--- src/rtl/mult_div_pkg.sv ---
// mult_div_pkg: shared width default, FSM states, op-type encoding and divide-by-zero quotient for mult_div_unit
package mult_div_pkg;
  localparam int WIDTH_DEF = 32;
  localparam logic [WIDTH_DEF-1:0] DIV0_LO = '1;
  typedef enum logic [1:0] {IDLE, MUL_RUN, DIV_RUN, DONE} state_t;
  typedef enum logic {OP_MUL, OP_DIV} op_t;
endpackage

--- src/rtl/mult_div_if.sv ---
// mult_div_if: controller-side bundle (mult/div start pulses, rs/rt operands) and unit-side results (done pulses, hi/lo, busy, div_by_zero)
interface mult_div_if import mult_div_pkg::*; #(parameter int WIDTH = WIDTH_DEF);
  logic             mult_start, div_start;
  logic [WIDTH-1:0] op_a, op_b;
  logic             mult_done, div_done;
  logic [WIDTH-1:0] hi_out, lo_out;
  logic             busy, div_by_zero;
  modport master (output mult_start, div_start, op_a, op_b,
                  input mult_done, div_done, hi_out, lo_out, busy, div_by_zero);
  modport slave (input mult_start, div_start, op_a, op_b,
                 output mult_done, div_done, hi_out, lo_out, busy, div_by_zero);
endinterface

--- src/rtl/twos_abs.sv ---
// twos_abs: y_o = neg_i ? -x_i : x_i (abs when neg_i is tied to the sign), sign_o = msb of x_i
module twos_abs #(parameter int W = 32) (
  input  logic [W-1:0] x_i,
  input  logic         neg_i,
  output logic [W-1:0] y_o,
  output logic         sign_o
);
  assign y_o = neg_i ? -x_i : x_i;
  assign sign_o = x_i[W-1];
endmodule

--- src/rtl/mult_div_unit.sv ---
// mult_div_unit: sequential signed MULT/DIV (shift-add / restoring, one bit per cycle); ports clk, reset (async active-low), bus (mult_div_if.slave)
module mult_div_unit import mult_div_pkg::*; #(parameter int WIDTH = WIDTH_DEF) (
  input logic       clk,
  input logic       reset,
  mult_div_if.slave bus
);
  localparam int CW = $clog2(WIDTH + 1);
  state_t             state_q, state_d;
  op_t                op_q, op_d;
  logic [CW-1:0]      cnt_q, cnt_d;
  logic [WIDTH-1:0]   m_q, m_d, hi_q, hi_d, lo_q, lo_d;
  logic [2*WIDTH-1:0] p_q, p_d, step, prod_fix;
  logic               neg_q, neg_d, rneg_q, rneg_d, dbz_q, dbz_d;
  logic [WIDTH-1:0]   mag_a, mag_b, quo_fix, rem_fix;
  logic [WIDTH:0]     sum, diff;
  logic               sa, sb;
  logic [2:0]         unused_sign;
  twos_abs #(.W(WIDTH)) abs_a (.x_i(bus.op_a), .neg_i(bus.op_a[WIDTH-1]), .y_o(mag_a), .sign_o(sa));
  twos_abs #(.W(WIDTH)) abs_b (.x_i(bus.op_b), .neg_i(bus.op_b[WIDTH-1]), .y_o(mag_b), .sign_o(sb));
  twos_abs #(.W(2*WIDTH)) fix_p (.x_i(step), .neg_i(neg_q), .y_o(prod_fix), .sign_o(unused_sign[0]));
  twos_abs #(.W(WIDTH)) fix_q (.x_i(step[WIDTH-1:0]), .neg_i(neg_q), .y_o(quo_fix), .sign_o(unused_sign[1]));
  twos_abs #(.W(WIDTH)) fix_r (.x_i(step[2*WIDTH-1:WIDTH]), .neg_i(rneg_q), .y_o(rem_fix), .sign_o(unused_sign[2]));
  assign sum = {1'b0, p_q[2*WIDTH-1:WIDTH]} + {1'b0, p_q[0] ? m_q : '0};
  assign diff = {p_q[2*WIDTH-1:WIDTH], p_q[WIDTH-1]} - {1'b0, m_q};
  assign step = (state_q == MUL_RUN) ? {sum, p_q[WIDTH-1:1]}
              : {diff[WIDTH] ? p_q[2*WIDTH-2:WIDTH-1] : diff[WIDTH-1:0], p_q[WIDTH-2:0], ~diff[WIDTH]};
  always_comb begin
    state_d = state_q;
    op_d = op_q;
    cnt_d = cnt_q;
    m_d = m_q;
    p_d = p_q;
    hi_d = hi_q;
    lo_d = lo_q;
    neg_d = neg_q;
    rneg_d = rneg_q;
    dbz_d = dbz_q;
    case (state_q)
      IDLE: if (bus.mult_start || bus.div_start) begin
        op_d = bus.mult_start ? OP_MUL : OP_DIV;
        m_d = bus.mult_start ? mag_a : mag_b;
        p_d = {{WIDTH{1'b0}}, bus.mult_start ? mag_b : mag_a};
        neg_d = sa ^ sb;
        rneg_d = sa;
        cnt_d = CW'(WIDTH);
        dbz_d = 1'b0;
        state_d = bus.mult_start ? MUL_RUN : DIV_RUN;
        if (!bus.mult_start && bus.op_b == '0) begin
          state_d = DONE;
          hi_d = bus.op_a;
          lo_d = DIV0_LO;
          dbz_d = 1'b1;
        end
      end
      MUL_RUN, DIV_RUN: begin
        p_d = step;
        cnt_d = cnt_q - 1'b1;
        if (cnt_q == CW'(1)) begin
          state_d = DONE;
          hi_d = (state_q == MUL_RUN) ? prod_fix[2*WIDTH-1:WIDTH] : rem_fix;
          lo_d = (state_q == MUL_RUN) ? prod_fix[WIDTH-1:0] : quo_fix;
        end
      end
      DONE: state_d = IDLE;
    endcase
  end
  always_ff @(posedge clk or negedge reset) begin
    if (!reset) begin
      state_q <= IDLE;
      op_q <= OP_MUL;
      cnt_q <= '0;
      m_q <= '0;
      p_q <= '0;
      hi_q <= '0;
      lo_q <= '0;
      neg_q <= 1'b0;
      rneg_q <= 1'b0;
      dbz_q <= 1'b0;
    end else begin
      state_q <= state_d;
      op_q <= op_d;
      cnt_q <= cnt_d;
      m_q <= m_d;
      p_q <= p_d;
      hi_q <= hi_d;
      lo_q <= lo_d;
      neg_q <= neg_d;
      rneg_q <= rneg_d;
      dbz_q <= dbz_d;
    end
  end
  assign bus.mult_done = state_q == DONE && op_q == OP_MUL;
  assign bus.div_done = state_q == DONE && op_q == OP_DIV;
  assign bus.busy = state_q != IDLE;
  assign bus.hi_out = hi_q;
  assign bus.lo_out = lo_q;
  assign bus.div_by_zero = dbz_q;
endmodule
--- src/flat_wrapper.sv ---
// flat-port wrapper written by rule: the top's interface ports become plain ports
module mult_div_unit_flat import mult_div_pkg::*;
#(parameter int WIDTH = WIDTH_DEF)
  (clk, reset, bus_mult_start, bus_div_start, bus_op_a, bus_op_b, bus_mult_done, bus_div_done, bus_hi_out, bus_lo_out, bus_busy, bus_div_by_zero);
  mult_div_if #(.WIDTH(WIDTH)) bus_i ();
  input logic clk;
  input logic reset;
  input wire logic [$bits(bus_i.mult_start)-1:0] bus_mult_start;
  input wire logic [$bits(bus_i.div_start)-1:0] bus_div_start;
  input wire logic [$bits(bus_i.op_a)-1:0] bus_op_a;
  input wire logic [$bits(bus_i.op_b)-1:0] bus_op_b;
  output wire logic [$bits(bus_i.mult_done)-1:0] bus_mult_done;
  output wire logic [$bits(bus_i.div_done)-1:0] bus_div_done;
  output wire logic [$bits(bus_i.hi_out)-1:0] bus_hi_out;
  output wire logic [$bits(bus_i.lo_out)-1:0] bus_lo_out;
  output wire logic [$bits(bus_i.busy)-1:0] bus_busy;
  output wire logic [$bits(bus_i.div_by_zero)-1:0] bus_div_by_zero;
  assign bus_i.mult_start = bus_mult_start;
  assign bus_i.div_start = bus_div_start;
  assign bus_i.op_a = bus_op_a;
  assign bus_i.op_b = bus_op_b;
  assign bus_mult_done = bus_i.mult_done;
  assign bus_div_done = bus_i.div_done;
  assign bus_hi_out = bus_i.hi_out;
  assign bus_lo_out = bus_i.lo_out;
  assign bus_busy = bus_i.busy;
  assign bus_div_by_zero = bus_i.div_by_zero;
  mult_div_unit #(.WIDTH(WIDTH)) u_core (.clk(clk), .reset(reset), .bus(bus_i));
endmodule
--- config.mk ---
export PLATFORM = sky130hd
export DESIGN_NAME = mult_div_unit_flat
export DESIGN_NICKNAME = d
export VERILOG_FILES = /design/src/rtl/mult_div_pkg.sv /design/src/rtl/mult_div_if.sv /design/src/rtl/twos_abs.sv /design/src/rtl/mult_div_unit.sv /design/src/flat_wrapper.sv
export SDC_FILE = /design/constraint.sdc
export NUM_CORES = 1
export LEC_CHECK = 0
export BUFFER_PORTS_ARGS = -buffer_cell sky130_fd_sc_hd__buf_2
export CORE_MARGIN = 2
export CORE_UTILIZATION = 50
export DETAILED_ROUTE_END_ITERATION = 10
export PLACE_DENSITY = 0.78
export SLEW_MARGIN = 20
export SYNTH_ARGS = -nofsm -noshare
export SYNTH_HDL_FRONTEND = slang
export SYNTH_HIERARCHICAL = 1
export SYNTH_SLANG_ARGS = --single-unit
--- constraint.sdc ---
create_clock -name clk -period 13.15 [get_ports clk]
set_input_delay 2.63 -clock clk [delete_from_list [all_inputs] [get_ports clk]]
set_output_delay 2.63 -clock clk [all_outputs]
set_load 0.03 [all_outputs]
==> key figures <==
Outcome
  • Status: complete, no violations

Setup path
  • CP Capture Type: flip-flop
  • Cell-by-cell trace of the critical path: inv_1 > ha_1 > inv_1 > fa_1 > a21o_1 > a311o_1 > a21oi_2 > o21ai_2 > a211oi_4 > xor2_2 > mux2i_1 > mux2_2 > or4_1 > nor4_1 > nand4_1 > o41ai_1 > xnor2_1 > mux2i_1 > nand2_1 > o21ai_0 > o21ai_0
  • CP max stage delay: 870 ps
  • Worst path arrival time: 6980 ps
  • Critical Path RT: 13,510 ps
  • Reg2reg setup slack: 6530 ps
  • Startpoint Class: flip-flop
  • Worst Path Buf+Inv: 2
  • Critical path's slowest cell: xor2_2
  • Crit path max fanout: 14
  • Crit Path Class: flip-flop to flip-flop
  • Critical path's top delay family: compound AO/OA/AOI/OAI gates

Place
  • Post-DP HPWL: approximately 45,000 um
  • IO Port Bufs: 135
  • Gpl congestion: about 1.0
  • Post-DP Area: 18,500 um^2

Timing
  • Final max-slew violation count: 0
  • RSZ-0062 raised after global routing: no
  • Final Cycle Share: 50.4%
  • Fin. Hold Viols: 0
  • Setup Total Neg Slack: 0 ps
  • Worst clock skew: 12.3 ps
  • Worst Tran Pin Value: 1150 ps
  • Relative slew margins: 22.1%
  • # setup viols final: 0
  • Fmax: approximately 0.15 GHz
  • Tmin final: 6620 ps

Die
  • Core ar.: roughly 35,000 um^2
  • Row cnt: 68
  • Die span in y: about 190 um
  • Die width: 192 um
  • Die area: 36,700 um^2
  • Initial Util: between 50% and 60%
  • Ports: 136

Clocking
  • Total setup buffers inserted after CTS: 0
  • Root Driver: clkbuf_16
  • H-tree Lvls: 4
  • Clk pin slew, worst setup/hold paths: 70 ps
  • Worst skew pair latency: 450 ps
  • CTS Buffer Depth: 2
  • Post-CTS Resized: 0
  • Cts hold-fix bufs: 0
  • CTS tree: built
  • CTS Buf Count: 17
  • Clock Sinks: 172

Detailed routing
  • DRT iter0 DRCs: around 1,900
  • Routed vias/inst: about 6.5
  • Pre-Repair DR Iteration Count: 5
  • WL final: 59,200 um
  • DR vias: 17,200
  • Routed WL per cell: approximately 22 um
  • DRC: 0
  • Post-route ant nets: 0

Job
  • Max-cap violations: 0

Logic synthesis
  • Mapped Cells: 2,164
  • Average instance area after synthesis: 8.14 um^2
  • Mapped Area: 17,600 um^2
  • Mapped Nets: about 2,300
  • Warnings, synthesis: 6

Global route
  • Initial antenna violation count: 3
  • Global-route wire length before repair: between 90,000 and 100,000 um
  • All-layer global routing usage: 32.1%
  • Total gr overflow: 0
  • Number of global-route vias before repair: 16,400
  • Largest net degree at the start of global routing: between 100 and 150

Finish
  • # fillers: 3,234
  • Most frequent cells in the layout: nand2_1 (252), xnor2_1 (216), o21ai_0 (211), dfrtp_1 (170), mux2i_1 (163)
  • N_diodes: 0
  • Design Area, Final: approximately 19,000 um^2
  • Area growth syn-to-layout: 8.69%
  • Leading cell type in the layout, fill and taps excluded: nand2_1
  • Net total in the final layout: 2,351
  • Ratio of cells with drive above 1 in the final layout: between 10 and 15%

Min path
  • Hold crit path type: flip-flop to flip-flop
==> per-stage QoR <==
stage	util [%]	worst slack, ps	std cells	hold WS, ps
6_report	55.3	6530	2674	476
3_3_place_gp	53.4	6750	2641	456
3_5_place_dp	53.4	6630	2641	461
5_1_grt	55.3	6190	2674	489
4_1_cts	55.2	6590	2673	478
2_1_floorplan	-	7680	2164	462
==> worst paths after layout <==
kind | start | endpoint | cells past startpoint
worst max-delay path | u_core/p_q[31]$_DFFE_PN0P_ | u_core/bus.hi_out[26]$_DFFE_PN0P_ | 21
worst min-delay path | u_core/bus.lo_out[5]$_DFFE_PN0P_ | u_core/bus.lo_out[5]$_DFFE_PN0P_ | 1
worst max register to register | u_core/p_q[31]$_DFFE_PN0P_ | u_core/bus.hi_out[26]$_DFFE_PN0P_ | 21
worst min register to register | u_core/bus.lo_out[5]$_DFFE_PN0P_ | u_core/bus.lo_out[5]$_DFFE_PN0P_ | 1
max in group asynchronous | reset | u_core/neg_q$_DFFE_PN0P_ | 3
min in group asynchronous | reset | u_core/bus.lo_out[12]$_DFFE_PN0P_ | 1
==> worst reg2reg max path, delay by kind of cell, from the launching register on <==
kind	cells	cell delay [ps]
AO/OA/AOI/OAI	8	2180
AND/OR/NAND/NOR	4	1510
XOR/XNOR	2	1050
multiplexers	3	720
adder cells (fa/ha/maj)	2	560
flip-flops	1	400
buffers and inverters	2	140
==> final cells by class <==
class	count	area (um^2)	area share (%)
clock buffers	18	439	2.29
clock inverters	14	173	0.902
inverters	73	274	1.43
multi-input cells	1790	12500	65.6
flip-flops and latches	172	4310	22.5
well taps	455	569	2.97
repair buffers	152	832	4.35
==> state kept, by name (all words and copies together), names as in the netlist, 2 cells and up <==
register	cells
u_core/bus.hi_out	32
u_core/bus.lo_out	32
u_core/cnt_q	6
u_core/m_q	32
u_core/p_q	64
u_core/state_q	2
==> routing by layer <==
metal  global-route usage (%)  wire, um
met1                     39.9     24000
met2                     53.2     27900
met3                     5.19      3800
met4                     17.2      3460
met5                        0        13
Power is left out: the tool's default activity adds up to more than one toggle a clock period on the data nets, which glitch-free logic cannot reach.
